## src/rtl/arb_weighted_rr.sv

```systemverilog
// Weighted round-robin arbiter: the owner keeps the grant for up to its weight in
// consecutive cycles, then priority rotates to the next source with no idle bubble.
module arb_weighted_rr #(
    parameter  int REQ_NUM  = 4,
    parameter  int WEIGHT_W = 4,
    localparam int IDX_W    = (REQ_NUM > 1) ? $clog2(REQ_NUM) : 1
) (
    input  logic                         clk,
    input  logic                         rst_n,
    input  logic [REQ_NUM-1:0]           req,
    input  logic [REQ_NUM*WEIGHT_W-1:0]  weight,
    output logic [REQ_NUM-1:0]           grant,
    output logic [IDX_W-1:0]             grant_idx,
    output logic                         busy
);

    localparam logic [IDX_W:0]    LP_NUM_EXT = (IDX_W+1)'(REQ_NUM);
    localparam logic [IDX_W-1:0]  LP_LAST    = IDX_W'(REQ_NUM - 1);
    localparam logic [IDX_W-1:0]  LP_IDX_ONE = IDX_W'(1);
    localparam logic [WEIGHT_W-1:0] LP_W_ONE = WEIGHT_W'(1);

    logic [REQ_NUM-1:0]   r_grant;
    logic [IDX_W-1:0]     r_grant_idx;
    logic [IDX_W-1:0]     r_ptr;
    logic [WEIGHT_W-1:0]  r_cnt;
    logic [WEIGHT_W-1:0]  r_lim;

    logic                 w_busy;
    logic                 w_owner_req;
    logic                 w_term;
    logic                 w_arb;
    logic [IDX_W-1:0]     w_owner_nxt;
    logic [IDX_W-1:0]     w_start;
    logic [2*REQ_NUM-1:0] w_req_dbl;
    logic [REQ_NUM-1:0]   w_req_rot;
    logic                 w_pick_valid;
    logic [IDX_W:0]       w_pick_off;
    logic [IDX_W:0]       w_pick_sum;
    logic [IDX_W-1:0]     w_pick_idx;
    logic [WEIGHT_W-1:0]  w_pick_wt;
    logic [WEIGHT_W-1:0]  w_pick_lim;
    logic [REQ_NUM-1:0]   w_pick_onehot;

    assign w_busy      = |r_grant;
    assign w_owner_req = |(req & r_grant);
    assign w_term      = w_busy && (!w_owner_req || (r_cnt == r_lim));
    assign w_arb       = !w_busy || w_term;

    // After a burst the search begins just past the owner, so the owner itself is checked last.
    assign w_owner_nxt = (r_grant_idx == LP_LAST) ? '0 : r_grant_idx + LP_IDX_ONE;
    assign w_start     = w_busy ? w_owner_nxt : r_ptr;

    // Rotating a doubled request vector puts the search start at bit 0.
    assign w_req_dbl = {req, req};
    assign w_req_rot = REQ_NUM'(w_req_dbl >> w_start);

    // NOTE: every combinational output gets a default first so no path infers a latch.
    always_comb begin
        w_pick_valid = 1'b0;
        w_pick_off   = '0;
        for (int k = REQ_NUM - 1; k >= 0; k--) begin
            if (w_req_rot[k]) begin
                w_pick_valid = 1'b1;
                w_pick_off   = (IDX_W+1)'(k);
            end
        end
    end

    assign w_pick_sum = {1'b0, w_start} + w_pick_off;
    assign w_pick_idx = (w_pick_sum >= LP_NUM_EXT) ? IDX_W'(w_pick_sum - LP_NUM_EXT)
                                                   : w_pick_sum[IDX_W-1:0];

    always_comb begin
        w_pick_wt     = '0;
        w_pick_onehot = '0;
        for (int i = 0; i < REQ_NUM; i++) begin
            if (w_pick_idx == IDX_W'(i)) begin
                w_pick_wt        = weight[i*WEIGHT_W +: WEIGHT_W];
                w_pick_onehot[i] = 1'b1;
            end
        end
    end

    // A zero weight still earns one cycle per turn.
    assign w_pick_lim = (w_pick_wt == '0) ? LP_W_ONE : w_pick_wt;

    // NOTE: state registers use non-blocking assignments so every flop samples pre-edge values.
    always_ff @(posedge clk or negedge rst_n) begin
        if (!rst_n) begin
            r_grant     <= '0;
            r_grant_idx <= '0;
            r_ptr       <= '0;
            r_cnt       <= '0;
            r_lim       <= '0;
        end else if (w_arb) begin
            if (w_term) begin
                r_ptr <= w_owner_nxt;
            end
            if (w_pick_valid) begin
                r_grant     <= w_pick_onehot;
                r_grant_idx <= w_pick_idx;
                r_cnt       <= LP_W_ONE;
                r_lim       <= w_pick_lim;
            end else begin
                r_grant     <= '0;
                r_grant_idx <= '0;
                r_cnt       <= '0;
                r_lim       <= '0;
            end
        end else begin
            r_cnt <= r_cnt + LP_W_ONE;
        end
    end

    assign grant     = r_grant;
    assign grant_idx = r_grant_idx;
    assign busy      = w_busy;

endmodule

```

## config.mk

```make
export PLATFORM = sky130hd
export DESIGN_NAME = arb_weighted_rr
export DESIGN_NICKNAME = d
export VERILOG_FILES = /design/src/rtl/arb_weighted_rr.sv
export SDC_FILE = /design/constraint.sdc
export NUM_CORES = 1
export LEC_CHECK = 0
export CAP_MARGIN = 5
export CORE_MARGIN = 4
export CORE_UTILIZATION = 50
export DETAILED_ROUTE_END_ITERATION = 10
export GPL_ROUTABILITY_DRIVEN = 0
export GPL_TIMING_DRIVEN = 0
export PLACE_DENSITY = 0.88
export SYNTH_ARGS = -nofsm -noshare
export SYNTH_HDL_FRONTEND = slang
export SYNTH_SLANG_ARGS = --single-unit
export TNS_END_PERCENT = 20
```

## constraint.sdc

```tcl
create_clock -name clk -period 4.3 [get_ports clk]
set_clock_uncertainty 0.15 [all_clocks]
set_input_delay 0.86 -clock clk [delete_from_list [all_inputs] [get_ports clk]]
set_output_delay 0.86 -clock clk [all_outputs]
set_load 0.02 [all_outputs]
```

* Word level (Yosys, flattened, before mapping)
Cells that the tools add are included. W data, S select, Z words.
Cells by class: add/sub/neg operators 4, multipliers 0, div/mod/pow operators 0, magnitude comparators 1, equality and inequality tests 5, shift-type cells 1, muxes and demuxes 25, bitwise gates (word level) 1, reductions and logical operators 10
Operator list (count):
- $mux W4 | 8
- $mux W2 | 5
- $mux W1 | 9
- $mux W3 | 3
- $reduce_or A4 Y1 | 2
- $shr A8 B2 Y4 | 1
- $eq A2 B2 Y1 const B | 3
- $add A4 B1 Y4 const B | 1
- $and A4 B4 Y4 | 1
- $eq A4 B4 Y1 | 1
- $logic_not A4 Y1 | 1
- $add A2 B3 Y3 | 1
- $ge A3 B3 Y1 const B | 1
- $add A2 B1 Y2 const B | 1
- $eq A2 B1 Y1 const B | 1
- $logic_not A1 Y1 | 2
- $logic_not A2 Y1 | 1
- $logic_or A1 B1 Y1 | 2
- $reduce_and A2 Y1 | 1
- $sub A2 B1 Y2 const B | 1
- $logic_and A1 B1 Y1 | 1
Storage, ports and cells: bits in registers 16, bits in latches 0, RAM bits 0, ROM bits 0, output and inout port bits 7, word-level logic and storage cells 52, memories kept 0

* Longest topological paths before layout
Gate-level depths: netlist of the first run.
depth in word-level cells 19, depth in mapped cells 9, mapped depth without buffers 8

* Worst setup path after synthesis of the first run
No wires, ideal clock.
kind register to register, start point reg r_grant[3], in the netlist grant[3], end point reg r_lim[0], library setup time 0.129 ns, arrival time 2.435 ns, setup slack 1.586 ns, cell stages (with the launch flop) 10, path buffers 1, cells stage by stage dfrtp_1 -> nor4_4 -> inv_2 -> mux2i_1 -> a221o_1 -> and3_1 -> buf_6 -> o211a_1 -> o21ai_0 -> o31ai_1
Between the ends: longest elaborated chain between the ends 18
RTL lines:
- from (decl) | line 22 | logic [REQ_NUM-1:0] r_grant;
- from (signal assigned) | line 100 | r_grant <= w_pick_onehot;
- $reduce_or A4 Y1 * | line 44 | assign w_busy = |r_grant;
- via busy | line 14 | output logic busy
- $mux W2 | line 51 | assign w_start = w_busy ? w_owner_nxt : r_ptr;
- $shr A8 B2 Y4 | line 55 | assign w_req_rot = REQ_NUM'(w_req_dbl >> w_start);
- $mux W2 | line 62 | if (w_req_rot[k]) begin
- $mux W3 (3 in a row) | line 62
- $add A2 B3 Y3 | line 69 | assign w_pick_sum = {1'b0, w_start} + w_pick_off;
- $ge A3 B3 Y1 / $sub A2 B1 Y2 (equally long branches) | line 70 | assign w_pick_idx = (w_pick_sum >= LP_NUM_EXT) ? IDX_W'(w_pick_sum - LP_NUM_EXT)
- $mux W2 | line 70
- $logic_not A2 Y1 | line 77 | if (w_pick_idx == IDX_W'(i)) begin
- $mux W4 (4 in a row) | line 77
- $logic_not A4 Y1 | line 85 | assign w_pick_lim = (w_pick_wt == '0) ? LP_W_ONE : w_pick_wt;
- $mux W4 | line 85
- $mux W4 | line 99 | if (w_pick_valid) begin
- to (signal assigned) | line 103 | r_lim <= w_pick_lim;
- to (decl) | line 26 | logic [WEIGHT_W-1:0] r_lim;
Mark *: on every way through the listed nets, which the timed path passes. The rest lies on a longest branch. A chain may end at the register's enable or synchronous reset.

* Final worst setup path of the first run
start point in req[0], end point reg r_lim[0]
Between the ends: longest elaborated chain between the ends 16
RTL lines:
- from (decl) | line 10 | input logic [REQ_NUM-1:0] req,
- $shr A8 B2 Y4 | line 55
- $mux W2 | line 62
- $mux W3 (3 in a row) | line 62
- $add A2 B3 Y3 | line 69
- $ge A3 B3 Y1 / $sub A2 B1 Y2 (equally long branches) | line 70
- $mux W2 | line 70
- $logic_not A2 Y1 | line 77
- $mux W4 (4 in a row) | line 77
- $logic_not A4 Y1 | line 85
- $mux W4 | line 85
- $mux W4 | line 99
Several ways; a longest one is shown, not always the timed one.

==> impl_metrics.ini, run 1 <==
[status]
status = finished clean

[drt]
totalWireLength_um = 2977
vias_per_cell = 6.302
drc = 0
drt-wirelength-per-cell_um = 16.63
drt-initial-drc-count = 30
first_pass_iters = 4
vias = 1128
ant_nets = 0

[cts]
cts-root-buf = clkbuf_4
cts_tree = yes
clk_latency_ps = 280
htreeDepth = 1
cts-resized-gates = 0
ctsHoldBuffers = 0
post_cts_buffers = 0
clkTransAtPathRegs_ps = 90
clockBufferDepth = 2
cts_made_buffers = 3
clock-sinks = 16

[timing]
drv_slew = 0
finalCritPeriodShare = 0.7560
worstMarginPinSlew_ps = 850.8
min_period_ps = 3251
holdWs_ps = 379.9
hold_viol_final = 0
setup_viol = 0
timing.slew.headroom = 0.4276
grt_setup_unrepaired = false
max_freq_mhz = 307.6
setup_tns_ps = 0

[worst_setup_path]
crit_required_ps = 4350
crit_path_cell_trace = clkdlybuf4s50_1 -> clkbuf_1 -> o21ai_0 -> mux2i_1 -> a2bb2oi_1 -> and3_1 -> buf_6 -> o22ai_1 -> mux2i_1 -> o31ai_1
critical_path_arrival_ps = 3300
worst_path_largest_cell_delay_ps = 490
crit_fanout = 10
critPathMostFrequentCell = mux2i_1
crit_family = buffers and inverters
worstSetupPathType = in -> reg
startpoint_type = input pin
endpoint_kind = flop
path_buf_inv = 3
slowest_stage = clkdlybuf4s50_1

[floorplan]
die_x_um = 56.58
die_area_um2 = 3201
rows = 17
dieHeight_um = 56.58
core_area_um2 = 2233
start_util = 0.5283
ios = 29

[yosys]
syn_area_per_cell_um2 = 9.751
yosysWarnings = 0
synth.area.top_cells = dfrtp_1 (34%), mux2i_1 (7.6%), a22o_1 (3.7%), xor2_1 (3.7%), nor2_1 (3.2%)
synth_ff_type = dfrtp_1
synth_top_area_share = 0.3393
syn_area_um2 = 1180
synth_top_cell_by_area = dfrtp_1
ys_seq_area_frac = 0.3393
synth.most_common_cell = dfrtp_1
ys_seq_elements = 16
yosys-top-cells-count = dfrtp_1 (16), nor2_1 (10), inv_1 (9), mux2i_1 (9)
async_flop_share = 1.000
syn_inst = 121
ys_types = 47
synth_fp_nets = 145
synth_edf_count = 0

[global_route]
grt_antenna_before_repair = 0
grt_overflow_total = 0
grt_pass1_wl_um = 5023
track_usage = 0.1934
grt_max_degree = 17
grt_pass1_vias = 1118

[final_layout]
final_layout_size_suffix_gt1_frac = 0.09934
area.growth.synth_to_final_pct = 28.10
antenna_cells = 0
final_nets = 176

[flow_run]
cap_violations = 0

[power_and_ir_drop]
p_per_area_nw_per_um2 = 808.4
p_leak_nw = 0.6546
ir_worst_vdd_mv = 0.5123

[min_path]
min_path_type = reg -> reg

[place]
io_buffers = 26
post-dp-hpwl_um = 2365
final cells by class:
class                      instances  area [um^2]
fill                             194        721.9
buffer                             6        30.03
multi-input combinational         89        711.9
clock buffer                       4        36.28
sequential                        16        400.4
tap                               28        35.03
timing repair buffer              26        260.3
inverter                          10        37.54
cell usage in the layout (no fill, tap or decap), types with 4 or more instances in the layout:
master / instances
xor2_1: 5
dfrtp_1: 16
nor2_1: 10
inv_1: 9
a22o_1: 5
o2111ai_1: 4
clkdlybuf4s50_1: 26
a21oi_1: 4
mux2i_1: 9
o21ai_0: 4
clkbuf_1: 4
routing by layer:
| metal | GRT usage | routed length [um] | vias up |
|---|---|---|---|
| li1 | - | - | 523 |
| met3 | 0.02989 | 205 | 13 |
| met4 | 0.09153 | 95 | 0 |
| met1 | 0.2436 | 1169 | 540 |
| met2 | 0.3201 | 1506 | 52 |
| met5 | 0 | 0 | - |
power by group:
| group | internal, mW | switching (mW) | total (mW) |
|---|---|---|---|
| sequential | 0.219 | 0.0694 | 0.288 |
| combinational | 0.378 | 0.458 | 0.837 |
| clock | 0.0516 | 0.0456 | 0.0971 |
worst paths after layout:
path,depth (start not counted),from,slack (ps),to
max in group asynchronous,1,rst_n,2740,grant[2]
min,2,r_lim[3],380,r_lim[3]
max reg2reg,9,grant[3],1340,r_lim[0]
max,10,req[0],1050,r_lim[0]
min in group asynchronous,1,rst_n,830,r_lim[3]
min reg2reg,2,r_lim[3],380,r_lim[3]
stage by stage:
stage	power [mW]	instances	instance area (um^2)	utilization	setup WS [ps]
after floorplan	0.8942	121	1180	-	1586
after global placement	1.082	175	1475	0.6605	865.1
after detailed placement	1.120	175	1475	0.6605	741.5
after CTS	1.223	179	1511	0.6768	1012
after global routing	1.313	179	1511	0.6768	773.1
final	1.222	179	1511	0.6768	1049
flip-flops by register name, summed over array words and instances (netlist names):
signal     flops
grant          4
r_lim          4
r_ptr          2
r_cnt          4
grant_idx      2
worst reg2reg max path, delay by kind of cell, from the launching register on:
kind,cells,cell delay [ps]
multiplexers,3,620
flip-flops,1,460
AO/OA/AOI/OAI,2,550
AND/OR/NAND/NOR,2,810
buffers and inverters,2,290
kinds of logic (layout without fill, tap and decap cells):
family          Yosys count  after routing  share of synthesized area
xor+xnor                  6              6                    0.04454
flops                    16             16                     0.3393
mux                      11             11                    0.09544
simple gates             29             29                     0.1453
buf+inv                  16             46                    0.05725
compound gates           41             41                     0.2969
fa+ha+maj                 2              2                    0.02121
Power figures use the tool's default switching activity.
==> run 2, diff against run 1 <==
--- a/config.mk
+++ b/config.mk
@@ -7,11 +7,11 @@
 export LEC_CHECK = 0
 export CAP_MARGIN = 5
 export CORE_MARGIN = 4
-export CORE_UTILIZATION = 50
+export CORE_UTILIZATION = 44
 export DETAILED_ROUTE_END_ITERATION = 10
 export GPL_ROUTABILITY_DRIVEN = 0
 export GPL_TIMING_DRIVEN = 0
-export PLACE_DENSITY = 0.88
+export PLACE_DENSITY = 0.82
 export SYNTH_ARGS = -nofsm -noshare
 export SYNTH_HDL_FRONTEND = slang
 export SYNTH_SLANG_ARGS = --single-unit
==> constraint.sdc (replaced) <==
create_clock -name clk -period 2.7 [get_ports clk]
set_clock_uncertainty 0.15 [all_clocks]
set_input_delay 0.54 -clock clk [delete_from_list [all_inputs] [get_ports clk]]
set_output_delay 0.54 -clock clk [all_outputs]
set_load 0.02 [all_outputs]
==> run 2 against run 1 <==
  * The flow now finishes with violations (negative setup slack)
  * Flip-flop and latch count unchanged
  * Non-clock buffer count up 6
  * Cell count up 4.5%
  * Utilization down 0.41 points
  * Routed wire length up 12%
  * Critical path type is now reg -> reg
  * Critical endpoint unchanged
  * Largest cell class unchanged
  * Largest power group unchanged
  * Highest routed layer unchanged
==> impl_metrics.ini, run 2 (synthesis gave the netlist of run 1 again) <==
[worst_setup_path]
setup.worst_path.start = grant[1]
worstSetupPathType = reg -> reg
crit_fanout = 5
crit_required_ps = 2760
critical_path_arrival_ps = 2780
startpoint_type = flop
endpoint_kind = flop
reg2reg_from = grant[1]

[timing]
worstMarginPinSlew_ps = 903.1
hold_viol_final = 0
drv_slew = 0
min_period_ps = 2711
grt_setup_unrepaired = true
timing.slew.headroom = 0.3924
finalCritPeriodShare = 1.004
fin_ws_ps = -10.84
max_freq_mhz = 368.9
setup_viol = 1

[min_path]
hold_start = r_lim[2]
min_path_type = reg -> reg

[power_and_ir_drop]
ir_worst_vdd_mv = 0.8349
p_per_area_nw_per_um2 = 1343
p_leak_nw = 0.7021

[final_layout]
layout_commonest_cell = clkdlybuf4s50_1
final_util = 0.6726
layout_common_cells = clkdlybuf4s50_1 (26), dfrtp_1 (13), nor2_1 (10), inv_1 (9), buf_4 (7)
final_layout_size_suffix_gt1_frac = 0.2420
fillers = 199
antenna_cells = 0
area.growth.synth_to_final_pct = 43.80
stdcell_area_um2 = 1697
fin_cells = 187
final_nets = 182

[floorplan]
rows = 18
ios = 29
die_area_um2 = 3574
core_area_um2 = 2522
start_util = 0.4678
die_x_um = 59.79
dieHeight_um = 59.79

[cts]
cts_made_buffers = 3
htreeDepth = 1
clk_latency_ps = 300
ctsHoldBuffers = 0
clkTransAtPathRegs_ps = 100
cts-root-buf = clkbuf_4
clock-sinks = 16
cts_tree = yes
clockBufferDepth = 2

[drt]
drc = 0
totalWireLength_um = 3326
ant_nets = 0
drt-initial-drc-count = 75
vias = 1174
first_pass_iters = 4
drt-wirelength-per-cell_um = 17.79
vias_per_cell = 6.278

[flow_run]
cap_violations = 0

[status]
status = finished, violations left
violations = negative setup slack

[place]
dpl.cell_count = 177
post-dp-hpwl_um = 2395
place_area_um2 = 1479
io_buffers = 26
dp_slack_ps = -527.2

[global_route]
grt_pass1_wl_um = 5085
grt_max_degree = 17
grt_overflow_total = 0
grt_pass1_vias = 1139
grt_antenna_before_repair = 0
track_usage = 0.1850
## run 2: timing repair
action | in CTS | in global routing
pin swaps | 2 | 7
gates resized for setup | 4 | 23
setup endpoints to repair | 8 | 5
gates cloned | 0 | 0
buffers inserted | 2 | 4
## run 2: path summary, 6_finish.rpt
check	depth (start not counted)	to	slack, ps
hold / removal	1	r_lim[2]	390
setup / recovery	8	r_lim[0]	-10
setup reg to reg	8	r_lim[0]	-10
min in group asynchronous	1	r_lim[1]	500
hold reg to reg	1	r_lim[2]	390
max in group asynchronous	1	grant_idx[0]	1400
## run 2: final cells by class
cell class	count	area, um^2	share of cell area
Inverter	10	37.54	0.02212
Tap cell	30	37.54	0.02212
Timing Repair Buffer	32	305.3	0.1799
Clock buffer	4	26.28	0.01549
Buffer	6	33.78	0.01991
Multi-Input combinational cell	89	852.1	0.5022
Sequential cell	16	404.1	0.2382
## run 2: critical path, stage by stage (launching register included)
cell and delay (ps):
dfrtp_2 460, nor4_4 380, buf_4 220, mux2i_4 310, o2111ai_2 180, or2_4 330, a221oi_4 290, o21ai_1 110
o31ai_1 200
## run 2: layer usage
metal | track usage | vias up | share of wire
met4 | 0.07278 | 0 | 0.017
met1 | 0.2340 | 581 | 0.39
met2 | 0.3179 | 48 | 0.53
met3 | 0.02160 | 5 | 0.054
met5 | 0 | - | 0
li1 | - | 540 | -
## run 2: power by group
part	internal [mW]	total, mW	switching (mW)	leakage [nW]
combinational	0.806	1.67	0.862	0.492
sequential	0.352	0.475	0.123	0.195
clock	0.0576	0.136	0.0781	0.0150
## run 2: through the flow
step,hold WS [ps],power [mW],TNS [ps]
2_1_floorplan,94.41,1.425,0
3_3_place_gp,341.9,1.730,-2922
3_5_place_dp,363.6,1.786,-3622
4_1_cts,390.9,2.001,-54.47
5_1_grt,408.2,2.423,-267.6
6_report,387.5,2.279,-10.84
